--- src/rtl/dkong3_video_pkg.sv ---
// rtl/dkong3_video_pkg.sv - shared video constants and background fetch state type
package dkong3_video_pkg;

  localparam int PIX_PER_TILE = 8;
  localparam int ROW_W        = 5;
  localparam int COL_W        = 5;
  localparam int LINE_W       = 3;
  localparam int LINE_PIX     = 384;

  // Sub-tile pixel phases: fetch starts mid-tile, shifter reloads on the last pixel.
  localparam int PHASE_FETCH  = PIX_PER_TILE / 2;
  localparam int PHASE_LOAD   = PIX_PER_TILE - 1;

  typedef enum logic [2:0] {
    ST_IDLE  = 3'd0,
    ST_VADR  = 3'd1,
    ST_VWAIT = 3'd2,
    ST_CODE  = 3'd3,
    ST_RWAIT = 3'd4,
    ST_LATCH = 3'd5
  } fetch_state_t;

endpackage

--- src/rtl/dkong3_bg_tile_if.sv ---
// rtl/dkong3_bg_tile_if.sv - tile map, tile ROM and colour PROM memory bus
interface dkong3_bg_tile_if;

  logic [9:0]  O_VRAM_A;
  logic [7:0]  I_VRAM_D;
  logic [11:0] O_ROM_A;
  logic [15:0] I_ROM_D;
  logic [7:0]  O_CPROM_A;
  logic [3:0]  I_CPROM_D;

  // Tile generator side: drives addresses, receives registered read data.
  modport master (
    output O_VRAM_A, O_ROM_A, O_CPROM_A,
    input  I_VRAM_D, I_ROM_D, I_CPROM_D
  );

  // Memory side: synchronous read, data one clock after the address.
  modport slave (
    input  O_VRAM_A, O_ROM_A, O_CPROM_A,
    output I_VRAM_D, I_ROM_D, I_CPROM_D
  );

endinterface

--- src/rtl/dkong3_tile_shifter.sv ---
// rtl/dkong3_tile_shifter.sv - two-plane pixel shifter with palette and flip direction
module dkong3_tile_shifter (
  input  logic       I_CLK,
  input  logic       I_RST_n,
  input  logic       i_cen,
  input  logic       i_load,
  input  logic       i_flip,
  input  logic [7:0] i_plane0,
  input  logic [7:0] i_plane1,
  input  logic [3:0] i_pal,
  output logic [1:0] o_pix,
  output logic [3:0] o_pal
);

  logic [7:0] r_plane0;
  logic [7:0] r_plane1;
  logic [3:0] r_pal;
  logic       r_flip;

  // Load a whole tile at the column boundary, otherwise step one pixel per pixel enable.
  // The flip direction is frozen at load so a mid-tile flip change cannot scramble the tile.
  always_ff @(posedge I_CLK or negedge I_RST_n) begin
    if (!I_RST_n) begin
      r_plane0 <= 8'd0;
      r_plane1 <= 8'd0;
      r_pal    <= 4'd0;
      r_flip   <= 1'b0;
    end else if (i_load) begin
      r_plane0 <= i_plane0;
      r_plane1 <= i_plane1;
      r_pal    <= i_pal;
      r_flip   <= i_flip;
    end else if (i_cen) begin
      if (r_flip) begin
        r_plane0 <= {1'b0, r_plane0[7:1]};
        r_plane1 <= {1'b0, r_plane1[7:1]};
      end else begin
        r_plane0 <= {r_plane0[6:0], 1'b0};
        r_plane1 <= {r_plane1[6:0], 1'b0};
      end
    end
  end

  assign o_pix = r_flip ? {r_plane1[0], r_plane0[0]} : {r_plane1[7], r_plane0[7]};
  assign o_pal = r_pal;

endmodule

--- src/rtl/dkong3_bg_tile.sv ---
// rtl/dkong3_bg_tile.sv - background tile fetch one tile ahead of the beam and pixel output
module dkong3_bg_tile #(
  parameter int PREFETCH = 8,
  parameter int LINE_PIX = dkong3_video_pkg::LINE_PIX
) (
  input  logic             I_CLK,
  input  logic             I_RST_n,
  input  logic             I_PIX_CEN,
  input  logic [9:0]       I_H,
  input  logic [7:0]       I_VF,
  input  logic             I_CBLANKn,
  input  logic             I_HFLIP,
  input  logic             I_BANK,
  dkong3_bg_tile_if.master mem,
  output logic [5:0]       O_COL
);

  import dkong3_video_pkg::*;

  localparam logic [9:0] C_PREFETCH = 10'(PREFETCH);
  localparam logic [9:0] C_LINE_PIX = 10'(LINE_PIX);

  fetch_state_t r_state;
  fetch_state_t w_state_nxt;

  logic [9:0]       w_sum;
  logic [9:0]       w_nx;
  logic [COL_W-1:0] w_col;
  logic             w_start;
  logic             w_load;
  logic             w_cap_req;
  logic             w_cap_code;
  logic             w_cap_tile;

  logic [ROW_W-1:0]  r_row;
  logic [COL_W-1:0]  r_col;
  logic [LINE_W-1:0] r_line;
  logic              r_bank;

  logic [9:0]  r_vram_a;
  logic [11:0] r_rom_a;
  logic [7:0]  r_cprom_a;

  logic [7:0] r_hold_p0;
  logic [7:0] r_hold_p1;
  logic [3:0] r_hold_pal;

  logic [1:0] w_pix;
  logic [3:0] w_pal;
  logic [5:0] r_col_out;

  logic w_unused;

  // Look-ahead column wraps at the end of the line so column 0 is fetched in H blank.
  assign w_sum   = {1'b0, I_H[9:1]} + C_PREFETCH;
  assign w_nx    = (w_sum >= C_LINE_PIX) ? (w_sum - C_LINE_PIX) : w_sum;
  assign w_col   = w_nx[7:3] ^ {COL_W{I_HFLIP}};
  assign w_start = I_PIX_CEN && (I_H[3:1] == 3'(PHASE_FETCH));
  assign w_load  = I_PIX_CEN && (I_H[3:1] == 3'(PHASE_LOAD));

  // Fetch state register.
  always_ff @(posedge I_CLK or negedge I_RST_n) begin
    if (!I_RST_n) begin
      r_state <= ST_IDLE;
    end else begin
      r_state <= w_state_nxt;
    end
  end

  // Fetch sequencing runs on every clock; a start outside IDLE is dropped.
  always_comb begin
    w_state_nxt = r_state;
    w_cap_req   = 1'b0;
    w_cap_code  = 1'b0;
    w_cap_tile  = 1'b0;
    case (r_state)
      ST_IDLE:  if (w_start) w_state_nxt = ST_VADR;
      ST_VADR:  begin
                  w_cap_req   = 1'b1;
                  w_state_nxt = ST_VWAIT;
                end
      ST_VWAIT: w_state_nxt = ST_CODE;
      ST_CODE:  begin
                  w_cap_code  = 1'b1;
                  w_state_nxt = ST_RWAIT;
                end
      ST_RWAIT: w_state_nxt = ST_LATCH;
      ST_LATCH: begin
                  w_cap_tile  = 1'b1;
                  w_state_nxt = ST_IDLE;
                end
      default:  w_state_nxt = ST_IDLE;
    endcase
  end

  // Request, address and holding registers; addresses hold between fetches.
  always_ff @(posedge I_CLK or negedge I_RST_n) begin
    if (!I_RST_n) begin
      r_row      <= '0;
      r_col      <= '0;
      r_line     <= '0;
      r_bank     <= 1'b0;
      r_vram_a   <= '0;
      r_rom_a    <= '0;
      r_cprom_a  <= '0;
      r_hold_p0  <= '0;
      r_hold_p1  <= '0;
      r_hold_pal <= '0;
    end else begin
      if (w_cap_req) begin
        r_row    <= I_VF[7:3];
        r_col    <= w_col;
        r_line   <= I_VF[2:0];
        r_bank   <= I_BANK;
        r_vram_a <= {I_VF[7:3], w_col};
      end
      if (w_cap_code) begin
        r_rom_a   <= {r_bank, mem.I_VRAM_D, r_line};
        r_cprom_a <= {r_row[4:2], r_col};
      end
      if (w_cap_tile) begin
        r_hold_p0  <= mem.I_ROM_D[7:0];
        r_hold_p1  <= mem.I_ROM_D[15:8];
        r_hold_pal <= mem.I_CPROM_D;
      end
    end
  end

  assign mem.O_VRAM_A  = r_vram_a;
  assign mem.O_ROM_A   = r_rom_a;
  assign mem.O_CPROM_A = r_cprom_a;

  dkong3_tile_shifter u_shifter (
    .I_CLK    (I_CLK),
    .I_RST_n  (I_RST_n),
    .i_cen    (I_PIX_CEN),
    .i_load   (w_load),
    .i_flip   (I_HFLIP),
    .i_plane0 (r_hold_p0),
    .i_plane1 (r_hold_p1),
    .i_pal    (r_hold_pal),
    .o_pix    (w_pix),
    .o_pal    (w_pal)
  );

  // Output pixel, blanked with the same pixel enable that presents it.
  always_ff @(posedge I_CLK or negedge I_RST_n) begin
    if (!I_RST_n) begin
      r_col_out <= 6'd0;
    end else if (I_PIX_CEN) begin
      r_col_out <= I_CBLANKn ? {w_pal, w_pix} : 6'd0;
    end
  end

  assign O_COL = r_col_out;

  assign w_unused = ^{I_H[0], w_nx[9:8], w_nx[2:0], r_row[1:0]};

endmodule

--- src/flat_wrapper.sv ---
// flat-port wrapper written by rule: the top's interface ports become plain ports
module dkong3_bg_tile_flat import dkong3_video_pkg::*;
#(
  parameter int PREFETCH = 8,
  parameter int LINE_PIX = dkong3_video_pkg::LINE_PIX
)
  (I_CLK, I_RST_n, I_PIX_CEN, I_H, I_VF, I_CBLANKn, I_HFLIP, I_BANK, O_COL, mem_O_VRAM_A, mem_O_ROM_A, mem_O_CPROM_A, mem_I_VRAM_D, mem_I_ROM_D, mem_I_CPROM_D);
  dkong3_bg_tile_if mem_i ();
  input  logic I_CLK;
  input  logic I_RST_n;
  input  logic I_PIX_CEN;
  input  logic [9:0] I_H;
  input  logic [7:0] I_VF;
  input  logic I_CBLANKn;
  input  logic I_HFLIP;
  input  logic I_BANK;
  output logic [5:0] O_COL;
  output wire logic [$bits(mem_i.O_VRAM_A)-1:0] mem_O_VRAM_A;
  output wire logic [$bits(mem_i.O_ROM_A)-1:0] mem_O_ROM_A;
  output wire logic [$bits(mem_i.O_CPROM_A)-1:0] mem_O_CPROM_A;
  input wire logic [$bits(mem_i.I_VRAM_D)-1:0] mem_I_VRAM_D;
  input wire logic [$bits(mem_i.I_ROM_D)-1:0] mem_I_ROM_D;
  input wire logic [$bits(mem_i.I_CPROM_D)-1:0] mem_I_CPROM_D;
  assign mem_O_VRAM_A = mem_i.O_VRAM_A;
  assign mem_O_ROM_A = mem_i.O_ROM_A;
  assign mem_O_CPROM_A = mem_i.O_CPROM_A;
  assign mem_i.I_VRAM_D = mem_I_VRAM_D;
  assign mem_i.I_ROM_D = mem_I_ROM_D;
  assign mem_i.I_CPROM_D = mem_I_CPROM_D;
  dkong3_bg_tile #(.PREFETCH(PREFETCH), .LINE_PIX(LINE_PIX)) u_core (.I_CLK(I_CLK), .I_RST_n(I_RST_n), .I_PIX_CEN(I_PIX_CEN), .I_H(I_H), .I_VF(I_VF), .I_CBLANKn(I_CBLANKn), .I_HFLIP(I_HFLIP), .I_BANK(I_BANK), .mem(mem_i), .O_COL(O_COL));
endmodule
--- config.mk ---
export PLATFORM = sky130hd
export DESIGN_NAME = dkong3_bg_tile_flat
export DESIGN_NICKNAME = d
export VERILOG_FILES = /design/src/rtl/dkong3_video_pkg.sv /design/src/rtl/dkong3_bg_tile_if.sv /design/src/rtl/dkong3_tile_shifter.sv /design/src/rtl/dkong3_bg_tile.sv /design/src/flat_wrapper.sv
export SDC_FILE = /design/constraint.sdc
export NUM_CORES = 1
export LEC_CHECK = 0
export CAP_MARGIN = 40
export CORE_MARGIN = 5
export CORE_UTILIZATION = 49
export CTS_BUF_LIST = sky130_fd_sc_hd__clkbuf_16
export DETAILED_ROUTE_END_ITERATION = 16
export PLACE_DENSITY_LB_ADDON = 0.05
export SLEW_MARGIN = 0
export SYNTH_ARGS = -nofsm -noshare
export SYNTH_HDL_FRONTEND = slang
export SYNTH_SLANG_ARGS = --single-unit
--- constraint.sdc ---
create_clock -name I_CLK -period 1.64 [get_ports I_CLK]
set_input_delay 0.328 -clock I_CLK [delete_from_list [all_inputs] [get_ports I_CLK]]
set_output_delay 0.328 -clock I_CLK [all_outputs]
set_load 0.005 [all_outputs]
==> flow_metrics.py, run 1 <==
metrics = {
    "synthesis": {
        "yosys.area.top_type_share_pct": 58.0,
        "seq_area_frac_synth_pct": 58.0,
        "ys_async_sr_fraction_pct": 100,
        "ys.flop_type": "dfrtp_1",
        "synth_top_cells_by_count": "dfrtp_1 (84), nand2_1 (67), mux2_2 (40)",
        "synth_cell_types": 30,
        "synth_area_per_cell_um2": 11.2,
        "synth_area_leaders": "dfrtp_1 (58%), mux2_2 (12%), nand2_1 (6.9%)",
        "syn_area_mm2": 0.00363,
        "yosys_warnings": 0,
        "ys_ff_latch": 84,
        "synthCells": 324,
        "synth_edf_count": 0,
        "yosysMostFrequentCell": "dfrtp_1",
        "synth_area_leader_cell": "dfrtp_1",
        "syn_nets": 377,
    },
    "die": {
        "fp.dieW_um": 96.0,
        "dieArea_mm2": 0.00922,
        "io_pins": 88,
        "start_util_pct": 50.3,
        "die_h_um": 96.0,
        "core-area_mm2": 0.00721,
        "core.rowCount": 31,
    },
    "critical_path": {
        "critPathLaunchType": "register",
        "cp_max_fo": 3,
        "reg2reg_depth": 4,
        "path_cells": "clkdlybuf4s50_1",
        "critPathSlowestCell": "clkdlybuf4s50_1",
        "slowest_delay_ns": 0.53,
        "r2r_slack_ns": 0.26,
        "crit_required_ns": 1.31,
        "r2r_start": "u_core.r_state[1]",
        "cp-startpoint": "u_core.mem.O_VRAM_A[7]",
        "cp_num_buf_inv": 1,
        "critPathKind": "register to output pin",
        "cp_top_family": "buffers and inverters",
        "endpoint_kind": "output pin",
        "arrival_ns": 1.23,
        "worst-path-stages": 1,
    },
    "clocking": {
        "post_cts_buffers": 0,
        "clkTransAtPathRegs_ns": 0.06,
        "h-tree-depth": 3,
        "postCtsHoldBufs": 1,
        "worstSkewPairLatency_ns": 0.33,
        "tritoncts": "done",
        "cts_sinks": 84,
        "root_buffer": "clkbuf_16",
        "cts_inserted_buffers": 9,
        "cts.path.max_buffers": 2,
        "cts_resized": 0,
    },
    "sta": {
        "hold_ws_ns": 0.466,
        "rsz0062_at_grt": "no",
        "hold_violations": 0,
        "min_period_ns": 1.56,
        "fmax_ghz": 0.642,
        "drv_slew": 0,
        "finClkSkew_ns": 0.00438,
        "tightest_slew_ns": 0.604,
        "relSlewSlack_pct": 59.6,
        "final-setup-viol-count": 0,
        "fin_crit_sh_pct": 94.9,
    },
    "drt": {
        "first_iter_violations": 47,
        "vias": 2710,
        "drc": 0,
        "first_pass_iters": 4,
        "antenna_left": 0,
        "viasPerCell": 5.11,
        "wl_um": 7630,
        "avgRoutedWirePerCell_um": 14.4,
    },
    "place": {
        "gp_congestion": 0.811,
        "io_buffers": 86,
        "dpl.cell_count": 513,
        "place_hpwl_um": 5460,
    },
    "grt": {
        "grt_pass1_vias": 2888,
        "overflow": 0,
        "grt_max_degree": 41,
        "antenna_found_initial": 0,
        "grt_pass1_wl_um": 13000,
        "track_usage_pct": 18.3,
    },
    "power": {
        "powerDensity_mw_per_mm2": 1670,
        "p_leak_nw": 2.24,
        "vdd_ir_drop_max_mv": 0.840,
        "power_w": 0.00847,
    },
    "cells_and_area": {
        "fin_nets": 479,
        "nFillCells": 550,
        "fin_util_pct": 70.4,
        "final_cells": 530,
        "antenna_cells": 0,
        "drive_above_1_share_pct": 19.3,
        "syn_to_final_growth_pct": 40.1,
    },
    "min_path": {
        "min_from": "u_core.r_hold_pal[3]",
        "hold_depth": 2,
        "hold_class": "register to register",
    },
    "run": {
        "cap_viol_max_count": 0,
    },
    "run_status": {
        "outcome": "completed",
    },
}
[sequential cells by signal, indices dropped and copies added, names as in the netlist]
register                   count
u_core.mem.O_ROM_A            12
u_core.mem.O_VRAM_A           10
u_core.mem.O_CPROM_A           8
u_core.r_hold_p0               8
u_core.r_hold_p1               8
u_core.u_shifter.r_plane0      8
u_core.u_shifter.r_plane1      8
u_core.O_COL                   6
u_core.r_hold_pal              4
u_core.u_shifter.o_pal         4
u_core.r_line                  3
u_core.r_state                 3
u_core.r_bank                  1
u_core.u_shifter.r_flip        1
[area by class of cell]
cell class / count / area [um2] / share of cell area (%)
clock buffers: 9 / 225 / 4.43
repair buffers: 112 / 1120 / 22.0
clock inverters: 7 / 115 / 2.27
flip-flops and latches: 84 / 2100 / 41.4
multi-input cells: 200 / 1320 / 26.1
well taps: 99 / 124 / 2.44
inverters: 19 / 71.3 / 1.40
[worst paths after layout]
check | to
worst max-delay path | mem_O_VRAM_A[7]
worst min-delay path | u_core.u_shifter.o_pal[3]
worst max register to register | u_core.mem.O_VRAM_A[3]
worst min register to register | u_core.u_shifter.o_pal[3]
max in group asynchronous | u_core.O_COL[4]
min in group asynchronous | u_core.u_shifter.r_plane0[5]
[per-layer routing]
layer | vias to the layer above | GRT usage, % | routed length (um)
met2 | 71 | 30.7 | 3960
met5 | - | 0 | 0
met3 | 10 | 5.47 | 432
li1 | 1312 | - | -
met1 | 1317 | 22.1 | 3150
met4 | 0 | 7.11 | 80
[cells by family after synthesis]
group | count (synthesis) | share of synthesized area [%]
and+or+nand+nor | 92 | 10.9
DFF | 84 | 58.0
AOI/OAI and AO/OA | 55 | 9.80
muxes | 44 | 13.5
buffers and inverters | 40 | 5.52
xor gates and xnor gates | 8 | 1.93
adders and majority gates | 1 | 0.345
[worst register-to-register path, cell delays in order (launching register included)]
cell and delay (ns):
dfrtp_1 0.42, or3b_1 0.49, buf_4 0.21, nand2_1 0.06
o21ai_0 0.08
[layout by cell type, fill, tap and decap left out, drive strengths merged, types with 3 or more instances in the layout]
| cell | count |
|---|---|
| clkbuf | 9 |
| nand2 | 67 |
| clkinv | 3 |
| mux2 | 40 |
| xnor2 | 5 |
| clkdlybuf4s50 | 85 |
| o211ai | 22 |
| dfrtp | 84 |
| nand3 | 8 |
| nor2 | 7 |
| buf | 26 |
| xor2 | 3 |
| o22ai | 3 |
| mux2i | 4 |
| bufinv | 3 |
| o21ai | 20 |
| a31oi | 4 |
| inv | 19 |
[through the flow]
step	setup slack [ns]	area, um2	TNS (ns)
2_1_floorplan	0.294	3630	0
3_3_place_gp	-0.0555	4730	-0.0555
3_5_place_dp	-0.126	4730	-0.131
4_1_cts	0.0686	5080	0
5_1_grt	0.0315	5080	0
6_report	0.0832	5080	0
[power by group]
group          total (W)  switching [W]  internal (W)
Clock            0.00226       0.000779       0.00148
Sequential       0.00346       0.000504       0.00296
Combinational    0.00275        0.00103       0.00173
Total            0.00847        0.00231       0.00616
No activity file was read; power rests on OpenSTA's default activity.
==> inputs of run 2 (changes only) <==
--- a/config.mk
+++ b/config.mk
@@ -9,6 +9,7 @@
 export CORE_MARGIN = 5
 export CORE_UTILIZATION = 49
 export CTS_BUF_LIST = sky130_fd_sc_hd__clkbuf_16
+export CTS_CLUSTER_SIZE = 20
 export DETAILED_ROUTE_END_ITERATION = 16
 export PLACE_DENSITY_LB_ADDON = 0.05
 export SLEW_MARGIN = 0
==> results of run 2 <==
Same layout as run 1: the final DEF is identical, and so are final timing and power.
